--- src/rtl/pwm_decoder.sv ---
// PWM duty-cycle decoder: measures high time and period of pwm_in in clk_1MHz cycles.
// Optional glitch filter on the synchronized input enabled by PWM_DECODER_GLITCH_FILTER_EN.
module pwm_decoder (
  input  logic        clk_1MHz,
  input  logic        reset,
  input  logic        pwm_in,
  output logic [3:0]  pulse_width,
  output logic [11:0] high_time,
  output logic [11:0] period,
  output logic        valid,
  output logic        timeout
);

  localparam logic [11:0] CntMax = 12'hFFF;

  typedef enum logic [1:0] {StIdle, StHigh, StLow} state_e;

  state_e      state_q, state_d;
  logic        s1_q, s2_q, prev_q;
  logic        pwm_s, rise;
  logic [11:0] hcnt_q, hcnt_d;
  logic [11:0] pcnt_q, pcnt_d;
  logic [11:0] high_time_q, high_time_d;
  logic [11:0] period_q, period_d;
  logic [3:0]  pw_q, pw_d;
  logic        valid_q, valid_d;
  logic        timeout_q, timeout_d;
  logic [12:0] pw_sum, pw_div;
  logic [3:0]  pw_code;

`ifdef PWM_DECODER_GLITCH_FILTER_EN
  logic h1_q, h2_q, filt_q;

  // Output follows the sampled level only once three consecutive samples agree.
  assign pwm_s = ((s2_q == h1_q) && (h1_q == h2_q)) ? s2_q : filt_q;

  always_ff @(posedge clk_1MHz) begin
    if (reset) begin
      h1_q   <= 1'b0;
      h2_q   <= 1'b0;
      filt_q <= 1'b0;
    end else begin
      h1_q   <= s2_q;
      h2_q   <= h1_q;
      filt_q <= pwm_s;
    end
  end
`else
  assign pwm_s = s2_q;
`endif

  assign rise = pwm_s & ~prev_q;

  function automatic logic [11:0] sat_inc(input logic [11:0] v);
    return (v == CntMax) ? v : v + 12'd1;
  endfunction

  // Full-width rounding before saturation so large counts cannot alias to small codes.
  always_comb begin
    pw_sum  = {1'b0, hcnt_q} + 13'd50;
    pw_div  = pw_sum / 13'd100;
    pw_code = (pw_div > 13'd15) ? 4'd15 : pw_div[3:0];
  end

  always_comb begin
    state_d     = state_q;
    hcnt_d      = hcnt_q;
    pcnt_d      = pcnt_q;
    high_time_d = high_time_q;
    period_d    = period_q;
    pw_d        = pw_q;
    valid_d     = 1'b0;
    timeout_d   = timeout_q;

    unique case (state_q)
      StIdle: begin
        if (rise) begin
          state_d = StHigh;
          hcnt_d  = 12'd1;
          pcnt_d  = 12'd1;
        end else if (pcnt_q == CntMax) begin
          timeout_d = 1'b1;
          pw_d      = pwm_s ? 4'd15 : 4'd0;
          pcnt_d    = 12'd0;
        end else begin
          pcnt_d = sat_inc(pcnt_q);
        end
      end
      StHigh: begin
        if (pcnt_q == CntMax) begin
          timeout_d = 1'b1;
          pw_d      = pwm_s ? 4'd15 : 4'd0;
          hcnt_d    = 12'd0;
          pcnt_d    = 12'd0;
          state_d   = StIdle;
        end else if (pwm_s) begin
          hcnt_d = sat_inc(hcnt_q);
          pcnt_d = sat_inc(pcnt_q);
        end else begin
          pcnt_d  = sat_inc(pcnt_q);
          state_d = StLow;
        end
      end
      StLow: begin
        // An edge wins over saturation arriving in the same cycle.
        if (rise) begin
          high_time_d = hcnt_q;
          period_d    = pcnt_q;
          pw_d        = pw_code;
          valid_d     = 1'b1;
          timeout_d   = 1'b0;
          hcnt_d      = 12'd1;
          pcnt_d      = 12'd1;
          state_d     = StHigh;
        end else if (pcnt_q == CntMax) begin
          timeout_d = 1'b1;
          pw_d      = pwm_s ? 4'd15 : 4'd0;
          hcnt_d    = 12'd0;
          pcnt_d    = 12'd0;
          state_d   = StIdle;
        end else begin
          pcnt_d = sat_inc(pcnt_q);
        end
      end
      default: state_d = StIdle;
    endcase
  end

  always_ff @(posedge clk_1MHz) begin
    if (reset) begin
      s1_q        <= 1'b0;
      s2_q        <= 1'b0;
      prev_q      <= 1'b0;
      state_q     <= StIdle;
      hcnt_q      <= 12'd0;
      pcnt_q      <= 12'd0;
      high_time_q <= 12'd0;
      period_q    <= 12'd0;
      pw_q        <= 4'd0;
      valid_q     <= 1'b0;
      timeout_q   <= 1'b0;
    end else begin
      s1_q        <= pwm_in;
      s2_q        <= s1_q;
      prev_q      <= pwm_s;
      state_q     <= state_d;
      hcnt_q      <= hcnt_d;
      pcnt_q      <= pcnt_d;
      high_time_q <= high_time_d;
      period_q    <= period_d;
      pw_q        <= pw_d;
      valid_q     <= valid_d;
      timeout_q   <= timeout_d;
    end
  end

  assign pulse_width = pw_q;
  assign high_time   = high_time_q;
  assign period      = period_q;
  assign valid       = valid_q;
  assign timeout     = timeout_q;

endmodule

--- config.mk ---
export PLATFORM = sky130hd
export DESIGN_NAME = pwm_decoder
export DESIGN_NICKNAME = d
export VERILOG_FILES = /design/src/rtl/pwm_decoder.sv
export SDC_FILE = /design/constraint.sdc
export NUM_CORES = 1
export LEC_CHECK = 0
export ABC_AREA = 0
export CELL_PAD_IN_SITES_DETAIL_PLACEMENT = 0
export CELL_PAD_IN_SITES_GLOBAL_PLACEMENT = 2
export CORE_MARGIN = 2
export CORE_UTILIZATION = 35
export DETAILED_ROUTE_END_ITERATION = 8
export GPL_TIMING_DRIVEN = 0
export HOLD_SLACK_MARGIN = 0.02
export PLACE_DENSITY = 0.78
export SETUP_SLACK_MARGIN = 0.02
export SLEW_MARGIN = 0
export SYNTH_ARGS = -nofsm -noshare
export SYNTH_HDL_FRONTEND = slang
export SYNTH_SLANG_ARGS = --single-unit
--- constraint.sdc ---
create_clock -name clk_1MHz -period 6.2 [get_ports clk_1MHz]
set_input_delay 1.24 -clock clk_1MHz [delete_from_list [all_inputs] [get_ports clk_1MHz]]
set_output_delay 1.24 -clock clk_1MHz [all_outputs]
set_load 0.1 [all_outputs]
==> results of run 1 <==
per-stage QoR:
stage | setup slack, ps | total power, mW | hold WS, ps | cells | instance area (µm²)
CTS | 352 | 1.20 | 443 | 841 | 5500
floorplan | 1190 | 0.593 | 414 | 618 | 4640
detailed placement | 377 | 0.653 | 429 | 825 | 5170
global placement | 445 | 0.652 | 431 | 825 | 5170
finish | 412 | 1.19 | 441 | 841 | 5530
global route | 46.7 | 1.25 | 473 | 841 | 5530
cells by family (layout without fill, tap and decap cells):
kind of cell / after synthesis / after routing / synth area share (%)
AO/OA/AOI/OAI: 204 / 204 / 31.6
XOR/XNOR: 33 / 33 / 6.23
adder cells (fa/ha/maj): 12 / 12 / 3.24
buffers and inverters: 48 / 95 / 4.61
flip-flops: 59 / 59 / 25.5
multiplexers: 6 / 6 / 1.48
AND/OR/NAND/NOR: 256 / 256 / 27.4
state kept, by name (all words and copies together), names as in the netlist:
| signal | count |
|---|---|
| prev_q | 1 |
| pulse_width | 4 |
| high_time | 12 |
| pcnt_q | 12 |
| valid | 1 |
| timeout | 1 |
| s1_q | 1 |
| hcnt_q | 12 |
| state_q | 2 |
| period | 12 |
| pwm_s | 1 |
how the worst min path moves through the flow:
stage / from / end / cells past startpoint
final: s1_q$_SDFF_PP0_ / pwm_s$_SDFF_PP0_ / 1
after CTS: s1_q$_SDFF_PP0_ / pwm_s$_SDFF_PP0_ / 1
after global routing: period[10]$_SDFFE_PP0P_ / period[10]$_SDFFE_PP0P_ / 2
after floorplan: s1_q$_SDFF_PP0_ / pwm_s$_SDFF_PP0_ / 1
after detailed placement: s1_q$_SDFF_PP0_ / pwm_s$_SDFF_PP0_ / 1
after global placement: s1_q$_SDFF_PP0_ / pwm_s$_SDFF_PP0_ / 1
Yosys cell counts, drive strengths merged (10+ instances only):
master / instances
nor3: 16
ha: 12
xnor2: 22
nand2: 100
dfxtp: 59
nor2: 51
and2: 12
xor2: 11
clkbuf: 20
a211oi: 13
a21oi: 76
o211ai: 10
nand3: 24
buf: 12
and3: 10
o21ai: 26
inv: 16
layout by cell type, fill, tap and decap left out, types with 16 or more instances in the layout:
cell type and count:
o21ai_0 20, nand3_1 24, clkbuf_1 21, clkdlybuf4s50_1 31, dfxtp_1 58, nor2_1 50, xnor2_1 21, inv_1 16
a21oi_1 72, nand2_1 99
routing by layer:
metal | vias to the layer above | global-route usage (%) | wire length [µm]
met3 | 19 | 3.02 | 334
met5 | - | 0 | 0
met1 | 2235 | 24.2 | 6340
met2 | 64 | 33.8 | 6860
met4 | 0 | 7.74 | 294
li1 | 2342 | - | -
cell type report:
cell class              instances  area share [%]
well taps                     176            3.98
multi-input cells             511            59.2
repair buffers                 31            5.61
clock buffers                  12            4.64
plain buffers                  32            2.78
flip-flops and latches         59            21.4
inverters                      16            1.09
clock inverters                 4            1.31
worst register-to-register path: cells and delay by family, from the launching register on:
family,cells,cell delay (ps)
adder cells (fa/ha/maj),1,360
AND/OR/NAND/NOR,4,1180
AO/OA/AOI/OAI,12,2850
flip-flops,1,540
buffers and inverters,2,400
multiplexers,1,350
repair_timing:
action,in CTS,in global routing
endpoints found under the setup margin,0,2
resized for setup,0,6
hold endpoints to repair,0,0
power groups by stage:
stage               registers [mW]  logic (mW)  clock network [mW]
floorplan                    0.440       0.153                   0
global placement             0.439       0.213                   0
global route                 0.438       0.241               0.576
finish                       0.432       0.215               0.542
detailed placement           0.441       0.213                   0
CTS                          0.432       0.215               0.555
==> results.py, run 1 <==
metrics = {
    "cts": {
        "cts_hold_buffers": 0,
        "ctsLongestPathBuffers": 2,
        "cts.htree.levels": 3,
        "cts_inserted_buffers": 9,
        "clock_latency_ps": 330,
        "clock_sinks": 59,
        "post-cts-setup-buffer-count": 0,
        "tritoncts": "yes",
        "clock-root-buffer": "clkbuf_16",
        "clkSlewWorstSetupHoldPaths_ps": 60,
    },
    "worst_setup_path": {
        "cp_data_arrival_time_ps": 6020,
        "slowest_stage": "or4_4",
        "critical_path.reg2reg.endpoint": "pulse_width[0]$_SDFFE_PP0P_",
        "cp-endpoint": "pulse_width[0]$_SDFFE_PP0P_",
        "worstSetupEndpointType": "register",
        "critical_path.cell_chain": "ha_1 > a211o_1 > buf_2 > nand4_1 > a221oi_2 > a21o_4 > mux2_4 > o22ai_1 > a21oi_1 > o22ai_2 > a211oi_1 > or4_4 > a2111oi_4 > a211oi_2 > buf_6 > or3_4 > a21o_1 > a21oi_1 > nor2_1 > a311oi_1",
        "reg2reg_setup_slack_ps": 410,
        "startpoint": "hcnt_q[2]$_SDFFE_PP0P_",
        "reg2reg_from": "hcnt_q[2]$_SDFFE_PP0P_",
        "crit_family": "compound AO/OA/AOI/OAI gates",
        "timing.critical_path.from_type": "register",
        "path_buf_inv": 2,
        "critical_path.max_fanout": 10,
        "cp_num_cells": 20,
        "cp_data_required_time_ps": 6430,
        "setup.worst_path.class": "reg2reg",
        "worst_path_largest_cell_delay_ps": 560,
        "logic_depth_of_the_worst_register_to_register_path": 20,
        "worst_path_most_repeated_cell": "a21oi_1",
    },
    "synthesis": {
        "post_synth_main_area_contributors": "dfxtp_1, nand2_1, a21oi_1, xnor2_1, nor2_1",
        "synth_top_area_cell": "dfxtp_1",
        "synth_area_per_cell_um2": 7.51,
        "synth_enable_flop_cells": 0,
        "async_set_or_reset_flop_fraction_in_the_synthesized_netlist_pct": 0,
        "dominantRegCellSynth": "dfxtp_1",
        "synthesis.area_um2": 4640,
        "yosysWarnings": 0,
        "netlist_instances": 618,
        "synth_top_area_share_pct": 25.5,
        "ys_seq_area_share_pct": 25.5,
        "postSynthNetCount": 633,
        "synth.lib_cells_used.distinct": 92,
        "synthesis_stage_register_bit_count": 59,
    },
    "grt": {
        "pin_count_of_the_biggest_net_entering_global_routing": 13,
        "antenna_violations_before_repair": 0,
        "grt_remaining_overflow": 0,
        "number_of_global_route_vias_before_repair": 4486,
        "globalRouteTotalUtil_pct": 19.5,
        "grt_first_pass_wirelength_mm": 22.4,
    },
    "die": {
        "design.core.area_um2": 13100,
        "die-height_um": 119,
        "rows": 42,
        "fp.dieW_um": 119,
        "num_io_pins": 33,
        "die-area_um2": 14200,
        "initial_core_utilization_pct": 35.4,
    },
    "detailed_routing": {
        "remaining_drc_errors": 0,
        "num_vias": 4660,
        "drt-total-wl_mm": 13.8,
        "drt-pass1-iter-count": 5,
        "route.antenna.remaining_nets": 0,
        "wl_per_cell_um": 16.4,
        "drt-initial-drc-count": 287,
        "routed_via_density": 5.54,
    },
    "sta": {
        "fin_crit_sh_pct": 93.4,
        "tightestPinTransition_ps": 989,
        "tns_ps": 0,
        "timing.final.crit_period_ps": 5790,
        "finClkSkew_ps": 6.13,
        "setup_viol_count_final": 0,
        "setup_repair_after_global_routing_missed_its_margin": "false",
        "max-slew-margin-rel_pct": 33.9,
        "fmax_mhz": 173,
        "slew_viol_final": 0,
        "final_hold_viol_count": 0,
    },
    "power_and_ir_drop": {
        "pwr_density_cell_nw_per_um2": 215,
        "share_seq_of_total_power_pct": 36.3,
        "p_sw_share_pct": 29.0,
        "cellLeakagePower_nw": 1.97,
        "switchingPower_mw": 0.345,
        "cell_internal_pwr_mw": 0.845,
        "power.share.clock_pct": 45.6,
        "power.share.combinational_pct": 18.1,
        "ir_drop_mv": 0.173,
    },
    "final_layout": {
        "multi_input_combinational_cell_area_um2": 3270,
        "post-route-util_pct": 42.3,
        "flow.area_growth_from_synthesis_pct": 19.2,
        "final-seq-area_um2": 1180,
        "design.final.nets": 675,
        "nFillCells": 1387,
        "antenna_cells": 0,
        "drive_gt1_share_pct": 10.5,
    },
    "place": {
        "gp_congestion": 0.794,
        "placement.io_buffers": 31,
        "hpwl_mm": 10.5,
    },
    "hold_path": {
        "hold_path_class": "reg2reg",
    },
    "run_status": {
        "status": "completed",
    },
    "job": {
        "drv.max_cap_violation_count": 0,
    },
}
Note: power is estimated with default switching activity, not from simulation.
==> run 2: changes to the inputs <==
CORE_MARGIN = 4   (was 2)
==> results.py, run 2 (synthesis results as in run 1) <==
metrics = {
    "power_and_ir_drop": {
        "ir_drop_mv": 0.184,
        "total_power_mw": 1.11,
        "cellLeakagePower_nw": 1.96,
        "pwr_density_cell_nw_per_um2": 202,
    },
    "die": {
        "num_io_pins": 33,
        "initial_core_utilization_pct": 36.3,
        "die-height_um": 123,
        "fp.dieW_um": 123,
        "design.core.area_um2": 12800,
        "die-area_um2": 15200,
        "rows": 41,
    },
    "final_layout": {
        "final-seq-area_um2": 1180,
        "layout.cells.most_common_list": "nand2_1, a21oi_1, dfxtp_1, nor2_1, clkdlybuf4s50_1",
        "flow.area_growth_from_synthesis_pct": 18.3,
        "nFillCells": 1322,
        "drive_gt1_share_pct": 10.5,
        "design.final.nets": 675,
        "final_common_cell": "nand2_1",
        "multi_input_combinational_cell_area_um2": 3280,
        "antenna_cells": 0,
        "post-route-util_pct": 43.0,
    },
    "worst_setup_path": {
        "critical_path.max_fanout": 10,
        "timing.critical_path.from_type": "register",
        "worst_path_largest_cell_delay_ps": 570,
        "cp_data_arrival_time_ps": 5980,
        "crit_family": "compound AO/OA/AOI/OAI gates",
        "path_buf_inv": 2,
        "cp_data_required_time_ps": 6430,
        "worst_path_most_repeated_cell": "a21oi_1",
        "setup.worst_path.class": "reg2reg",
        "slowest_stage": "or4_4",
        "critical_path.cell_chain": "ha_1 > a211o_1 > buf_2 > o2111ai_2 > a221oi_2 > a21o_4 > mux2_4 > o22ai_1 > a21oi_1 > o22ai_2 > a211oi_1 > or4_4 > a2111oi_4 > a211oi_2 > buf_6 > or3_4 > a21o_1 > a21oi_1 > nor2_1 > a311oi_1",
        "worstSetupEndpointType": "register",
    },
    "place": {
        "hpwl_mm": 10.7,
        "gp_congestion": 0.823,
        "placement.io_buffers": 31,
    },
    "sta": {
        "setup_viol_count_final": 0,
        "tightestPinTransition_ps": 991,
        "final_hold_viol_count": 0,
        "tns_ps": 0,
        "fin_crit_sh_pct": 92.7,
        "timing.final.crit_period_ps": 5750,
        "fmax_mhz": 174,
        "setup_repair_after_global_routing_missed_its_margin": "false",
        "slew_viol_final": 0,
        "max-slew-margin-rel_pct": 33.7,
        "finClkSkew_ps": 4.28,
    },
    "detailed_routing": {
        "wl_per_cell_um": 16.5,
        "num_vias": 4651,
        "drt-total-wl_mm": 13.8,
        "remaining_drc_errors": 0,
        "routed_via_density": 5.56,
        "route.antenna.remaining_nets": 0,
        "drt-initial-drc-count": 276,
        "drt-pass1-iter-count": 5,
    },
    "cts": {
        "clock_sinks": 59,
        "clock_latency_ps": 320,
        "tritoncts": "yes",
        "cts.htree.levels": 3,
        "ctsLongestPathBuffers": 2,
        "clock-root-buffer": "clkbuf_16",
        "clkSlewWorstSetupHoldPaths_ps": 50,
        "cts_inserted_buffers": 9,
    },
    "grt": {
        "number_of_global_route_vias_before_repair": 4448,
        "globalRouteTotalUtil_pct": 18.7,
        "grt_first_pass_wirelength_mm": 22.8,
        "pin_count_of_the_biggest_net_entering_global_routing": 13,
        "antenna_violations_before_repair": 0,
        "grt_remaining_overflow": 0,
    },
    "run_status": {
        "status": "completed",
    },
    "job": {
        "drv.max_cap_violation_count": 0,
    },
    "hold_path": {
        "hold_path_class": "reg2reg",
    },
}
## run 2: power breakdown
| part | total [mW] | switching, mW | internal (mW) | leakage (nW) |
|---|---|---|---|---|
| Combinational | 0.215 | 0.143 | 0.0725 | 1.34 |
| Clock | 0.459 | 0.160 | 0.299 | 0.141 |
| Sequential | 0.434 | 0.0337 | 0.400 | 0.477 |
| Total | 1.11 | 0.336 | 0.771 | 1.96 |
## run 2: final timing paths
check / endpoint / depth (start not counted) / slack, ps / startpoint
worst max-delay path: pulse_width[0]$_SDFFE_PP0P_ / 20 / 450 / hcnt_q[2]$_SDFFE_PP0P_
worst min register to register: pwm_s$_SDFF_PP0_ / 1 / 440 / s1_q$_SDFF_PP0_
worst min-delay path: pwm_s$_SDFF_PP0_ / 1 / 440 / s1_q$_SDFF_PP0_
worst max register to register: pulse_width[0]$_SDFFE_PP0P_ / 20 / 450 / hcnt_q[2]$_SDFFE_PP0P_
## run 2: metal layers
metal	track usage, %	wire length [µm]	vias up
met5	0	0	-
met1	24.4	6450	2213
met4	5.33	201	0
met2	32.2	6700	76
li1	-	-	2346
met3	2.88	418	16
## run 2: worst reg2reg max path: stages, from the launching register on
cell       delay [ps]
dfxtp_1           530
ha_1              370
a211o_1           210
buf_2             230
o2111ai_2         170
a221oi_2          460
a21o_4            200
mux2_4            350
o22ai_1           220
a21oi_1           150
o22ai_2           450
a211oi_1          150
or4_4             570
a2111oi_4         380
a211oi_2          100
buf_6             160
or3_4             340
a21o_1            160
a21oi_1           130
nor2_1             80
a311oi_1          260
## run 2: area by class of cell
cell class                      instances  area share (%)
Tap cell                              172            3.92
Inverter                               16            1.09
Sequential cell                        59            21.6
Timing Repair Buffer                   31            5.66
Clock buffer                           13            4.93
Clock inverter                          2           0.182
Multi-Input combinational cell        511            59.9
Buffer                                 32            2.81
## run 2: through the flow
step	hold slack (ps)	instances	cell area (µm²)	worst slack, ps
2_1_floorplan	414	618	4640	1190
3_3_place_gp	436	821	5160	442
3_5_place_dp	428	821	5160	398
4_1_cts	451	836	5440	354
5_1_grt	462	836	5490	68.0
6_report	441	836	5490	451
## run 2: repair_timing
item	CTS	global route
endpoints found under the setup margin	0	2
hold buffers	0	0
gates resized for setup	0	7
buffers inserted	0	0
